<file path="src/rtl/wave_pkg.sv">
// rtl/wave_pkg.sv - shared FSM states, mode codes and default widths for the wave sequencer
package wave_pkg;
  typedef enum logic [1:0] {
    ST_IDLE = 2'd0,
    ST_PLAY = 2'd1,
    ST_GAP  = 2'd2,
    ST_DONE = 2'd3
  } wave_state_t;

  localparam logic [1:0] MODE_SINGLE = 2'd0;
  localparam logic [1:0] MODE_LOOP   = 2'd1;
  localparam logic [1:0] MODE_BURST  = 2'd2;

  localparam int DEF_ADDR_W  = 4;
  localparam int DEF_BURST_W = 4;
  localparam int DEF_GAP_W   = 4;
endpackage

</file>
<file path="src/rtl/wave_addr_gen.sv">
// rtl/wave_addr_gen.sv - wave ROM address counter with load-to-first, step, direction and last flag
module wave_addr_gen #(
  parameter int ADDR_W = 4
) (
  input  logic              clk,
  input  logic              rst_n,
  input  logic              i_load,
  input  logic              i_step,
  input  logic              i_dir,
  output logic [ADDR_W-1:0] o_addr,
  output logic              o_last
);
  localparam logic [ADDR_W-1:0] ONE = 1;

  logic [ADDR_W-1:0] r_addr;
  logic [ADDR_W-1:0] w_first;

  // A descending frame starts at all ones and ends at zero; wrap is the natural modulo.
  assign w_first = i_dir ? '1 : '0;

  always_ff @(posedge clk) begin
    if (!rst_n) begin
      r_addr <= '0;
    end else if (i_load) begin
      r_addr <= w_first;
    end else if (i_step) begin
      r_addr <= i_dir ? (r_addr - ONE) : (r_addr + ONE);
    end
  end

  assign o_addr = r_addr;
  assign o_last = (r_addr == ~w_first);
endmodule

</file>
<file path="src/rtl/wave_seq_ctrl.sv">
// rtl/wave_seq_ctrl.sv - framed single/loop/burst playback sequencer for the wave ROM address
// Optional WAVE_SEQ_REVERSE_EN adds a dir input for descending frames.
module wave_seq_ctrl
  import wave_pkg::*;
#(
  parameter int ADDR_W  = DEF_ADDR_W,
  parameter int BURST_W = DEF_BURST_W,
  parameter int GAP_W   = DEF_GAP_W
) (
  input  logic               clk_freq2,
  input  logic               rst_n_key0,
  input  logic               start,
  input  logic               stop,
  input  logic [1:0]         mode,
  input  logic [BURST_W-1:0] burst_len,
  input  logic [GAP_W-1:0]   gap_len,
`ifdef WAVE_SEQ_REVERSE_EN
  input  logic               dir,
`endif
  output logic [ADDR_W-1:0]  sig_addr,
  output logic               rom_en,
  output logic               busy,
  output logic               done,
  output logic [BURST_W-1:0] frame_cnt
);
  localparam logic [BURST_W-1:0] BURST_ONE = 1;
  localparam logic [GAP_W-1:0]   GAP_ONE   = 1;

  wave_state_t        r_state;
  wave_state_t        w_next;
  logic [1:0]         r_mode;
  logic [BURST_W-1:0] r_burst_len;
  logic [GAP_W-1:0]   r_gap_len;
  logic [GAP_W-1:0]   r_gap_cnt;
  logic [BURST_W-1:0] r_frame_cnt;
  logic               r_rom_en;
  logic               r_busy;
  logic               r_done;
  logic               w_start_ok;
  logic               w_addr_last;
  logic               w_last_frame;
  logic               w_step;
  logic               w_dir;
  logic [BURST_W-1:0] w_frame_inc;

  assign w_start_ok  = start & ~stop;
  assign w_frame_inc = (r_frame_cnt == '1) ? r_frame_cnt : (r_frame_cnt + BURST_ONE);
  // Reserved mode 3 falls through to single-shot behaviour.
  assign w_last_frame = (r_mode == MODE_BURST) ? (w_frame_inc == r_burst_len)
                                               : (r_mode != MODE_LOOP);

  always_comb begin
    w_next = r_state;
    case (r_state)
      ST_IDLE: if (w_start_ok) w_next = ST_PLAY;
      ST_PLAY: begin
        if (stop) begin
          w_next = ST_IDLE;
        end else if (w_addr_last) begin
          if (w_last_frame)            w_next = ST_DONE;
          else if (r_gap_len != '0)    w_next = ST_GAP;
        end
      end
      ST_GAP: begin
        if (stop)                      w_next = ST_IDLE;
        else if (r_gap_cnt == '0)      w_next = ST_PLAY;
      end
      ST_DONE: w_next = ST_IDLE;
      default: w_next = ST_IDLE;
    endcase
  end

  assign w_step = (r_state == ST_PLAY) && (w_next == ST_PLAY);

`ifdef WAVE_SEQ_REVERSE_EN
  logic r_dir;
  assign w_dir = ((r_state == ST_IDLE) && w_start_ok) ? dir : r_dir;
  always_ff @(posedge clk_freq2) begin
    if (!rst_n_key0)                          r_dir <= 1'b0;
    else if ((r_state == ST_IDLE) && w_start_ok) r_dir <= dir;
  end
`else
  assign w_dir = 1'b0;
`endif

  always_ff @(posedge clk_freq2) begin
    if (!rst_n_key0) r_state <= ST_IDLE;
    else             r_state <= w_next;
  end

  // Outputs are registered from the next state so they line up with the address register.
  always_ff @(posedge clk_freq2) begin
    if (!rst_n_key0) begin
      r_mode      <= MODE_SINGLE;
      r_burst_len <= BURST_ONE;
      r_gap_len   <= '0;
      r_gap_cnt   <= '0;
      r_frame_cnt <= '0;
      r_rom_en    <= 1'b0;
      r_busy      <= 1'b0;
      r_done      <= 1'b0;
    end else begin
      r_rom_en <= (w_next == ST_PLAY);
      r_busy   <= (w_next != ST_IDLE);
      r_done   <= (w_next == ST_DONE);
      if ((r_state == ST_IDLE) && w_start_ok) begin
        r_mode      <= mode;
        r_burst_len <= (burst_len == '0) ? BURST_ONE : burst_len;
        r_gap_len   <= gap_len;
        r_frame_cnt <= '0;
      end
      if ((r_state == ST_PLAY) && !stop && w_addr_last) r_frame_cnt <= w_frame_inc;
      if ((r_state == ST_PLAY) && (w_next == ST_GAP))   r_gap_cnt <= r_gap_len - GAP_ONE;
      else if (r_state == ST_GAP)                       r_gap_cnt <= r_gap_cnt - GAP_ONE;
    end
  end

  wave_addr_gen #(
    .ADDR_W (ADDR_W)
  ) u_addr_gen (
    .clk    (clk_freq2),
    .rst_n  (rst_n_key0),
    .i_load (!w_step),
    .i_step (w_step),
    .i_dir  (w_dir),
    .o_addr (sig_addr),
    .o_last (w_addr_last)
  );

  assign rom_en    = r_rom_en;
  assign busy      = r_busy;
  assign done      = r_done;
  assign frame_cnt = r_frame_cnt;
endmodule

</file>
<file path="config.mk">
export PLATFORM = sky130hd
export DESIGN_NAME = wave_seq_ctrl
export DESIGN_NICKNAME = d
export VERILOG_FILES = /design/src/rtl/wave_pkg.sv /design/src/rtl/wave_addr_gen.sv /design/src/rtl/wave_seq_ctrl.sv
export SDC_FILE = /design/constraint.sdc
export NUM_CORES = 1
export LEC_CHECK = 0
export CAP_MARGIN = 20
export CORE_MARGIN = 8
export CORE_UTILIZATION = 35
export DETAILED_ROUTE_END_ITERATION = 7
export PLACE_DENSITY = 0.69
export SLEW_MARGIN = 20
export SYNTH_ARGS = -nofsm -noshare
export SYNTH_HDL_FRONTEND = slang
export SYNTH_SLANG_ARGS = --single-unit
</file>
<file path="constraint.sdc">
create_clock -name clk_freq2 -period 7.25 [get_ports clk_freq2]
set_input_delay 1.45 -clock clk_freq2 [delete_from_list [all_inputs] [get_ports clk_freq2]]
set_output_delay 1.45 -clock clk_freq2 [all_outputs]
set_load 0.01 [all_outputs]
</file>
==> reports/metrics.csv <==
metric,value,unit
worst_pin_slew,0.969,ns
drtIter0Drc,65,
fin_skew,0.00548,ns
synth_seq_area_share,38.1,%
grt_util_all_layers,10.6,%
cap_violations,0,
critPathArrivalTime,3.91,ns
nets,205,
critPathCaptureType,flop,
cts_setup_buffers,0,
hold_path_class,reg -> reg,
met2WireLength,1380,µm
cts_tree,built,
cts_buffers,3,
path_class,in -> reg,
grt_pass1_vias,1247,
ys.flop_type,dfxtp_1,
via_per_inst,5.16,
clock-sinks,27,
rows,23,
syn_area,1420,µm²
finalPower,0.268,mW
wl_met1,1550,µm
path_clk_slew,0.09,ns
grt_max_degree,15,
syn_avg_cell_area,8.71,µm²
drtAntennaViolNets,0,
dp_cells,233,
fmax,267,MHz
async_flop_share,0,%
routed_wl,3110,µm
required,7.42,ns
setup_tns,0,ns
gp_congestion,0.812,
post-dp-hpwl,2390,µm
area_growth,23.9,%
first_pass_iters,4,
coreArea,3940,µm²
met3_length,147,µm
slew_headroom,35.2,%
start_util,36.0,%
hold_buffers,0,
vias,1224,
rsz0062_at_grt,false,
die_x,79.7,µm
cp-start-kind,primary input,
p_per_area,152,nW/µm²
synth_cells,163,
min_period,3.75,ns
irDropWorstVdd,122,µV
synth-seq-cells,27,
die-height,79.7,µm
grt_first_pass_wirelength,5530,µm
dr.max_layer_used,met4,
htree_levels,1,
leakagePower,0.621,nW
num_io_pins,25,
fin_util,44.6,%
antenna_found_initial,0,
post-route-cell-area,1760,µm²
grt-ovfl-total,0,
syn-num-nets,180,
worstSkewPairLatency,0.27,ns
status,"finished, final reports clean",
synthDistinctLibCells,46,
root_buffer,clkbuf_8,
cts_max_path_buffers,2,
min_period_over_period,51.7,%
synth_edf_count,0,
drv_slew,0,
io_buffer_count,24,
yosysWarnings,0,
setup_viol,0,
dpl_cell_area,1710,µm²
dieArea,6350,µm²
n_antenna_cell,0,
worst-path-max-fanout,7,
hold_viol_final,0,
cts_resized,0,
wl_per_cell,13.1,µm
drc,0,
layout-drive-gt1-share,9.63,%
fin_cells,237,
cells by family after synthesis:
kind of cell	count (synthesis)	synth area share (%)
AO/OA/AOI/OAI	37	17.4
flip-flops	27	38.1
adder cells (fa/ha/maj)	3	2.64
multiplexers	5	3.52
AND/OR/NAND/NOR	72	28.8
XOR/XNOR	13	8.02
buffers and inverters	6	1.59
power by group:
part	leakage, nW	switching (mW)	internal (mW)
clock	0.0228	0.0458	0.0394
combinational	0.380	0.0135	0.0137
sequential	0.219	0.00362	0.152
cell usage in the layout (no fill, tap or decap), types with 2 or more instances in the layout:
| master | count |
|---|---|
| clkbuf_8 | 3 |
| nand3_1 | 7 |
| nor4_1 | 4 |
| xnor2_1 | 8 |
| a21oi_1 | 18 |
| xor2_1 | 5 |
| o21ai_0 | 6 |
| inv_1 | 2 |
| nor3_1 | 3 |
| clkdlybuf4s50_1 | 24 |
| dfxtp_1 | 27 |
| nor2_1 | 9 |
| nand2_1 | 28 |
| ha_1 | 3 |
| mux2i_1 | 5 |
| nor4_2 | 2 |
synthesized netlist by cell type (4+ instances only):
library cell | n | area share [%]
xnor2_1 | 8 | 4.9
mux2i_1 | 5 | 3.5
nand3_1 | 7 | 2.5
dfxtp_1 | 27 | 38
nor2_1 | 9 | 2.4
nand2_1 | 28 | 7.4
a21oi_1 | 18 | 6.3
xor2_1 | 5 | 3.1
nor4_1 | 4 | 1.8
clkbuf_1 | 4 | 1.1
o21ai_0 | 6 | 2.1
layer usage:
layer | vias to the layer above | global-route usage [%]
li1 | 637 | -
met1 | 562 | 13.4
met2 | 23 | 17.4
met3 | 2 | 2.48
met4 | 0 | 2.78
met5 | - | 0
state kept, by name, indices dropped and copies added, names as in the netlist, 2 cells and up:
register and cells:
frame_cnt 4, u_addr_gen.o_addr 4, r_gap_cnt 4, r_gap_len 4
r_mode 2, r_state 2, r_burst_len 4
worst max-delay path, stage by stage:
cell and delay [ns]:
clkdlybuf4s50_1 0.51, or3b_4 0.46, nor4_4 0.37, nand2_1 0.09
a21oi_1 0.18, a21oi_1 0.07, ha_1 0.28, nor2_1 0.06
nand2_1 0.10, a21oi_1 0.04, a221o_2 0.30
cell type report:
type                       instances  area (µm²)
sequential                        27         541
inverter                           2        7.51
fill                             410        2180
timing repair buffer              24         240
clock buffer                       4        45.0
tap                               50        62.6
multi-input combinational        130         863
path summary, 6_finish.rpt:
kind | from | end | slack, ns | cells after the start
min | r_gap_len[3] | r_gap_len[3] | 0.49 | 2
max | stop | r_gap_cnt[1] | 3.50 | 11
min reg2reg | r_gap_len[3] | r_gap_len[3] | 0.49 | 2
max reg2reg | frame_cnt[0] | r_gap_cnt[1] | 4.34 | 11
stage by stage:
stage	setup slack (ns)	hold WS [ns]
2_1_floorplan	3.96	0.460
3_3_place_gp	3.32	0.471
5_1_grt	3.36	0.513
4_1_cts	3.51	0.491
6_report	3.50	0.487
3_5_place_dp	3.22	0.476
Note: power is estimated with default switching activity, not from simulation.
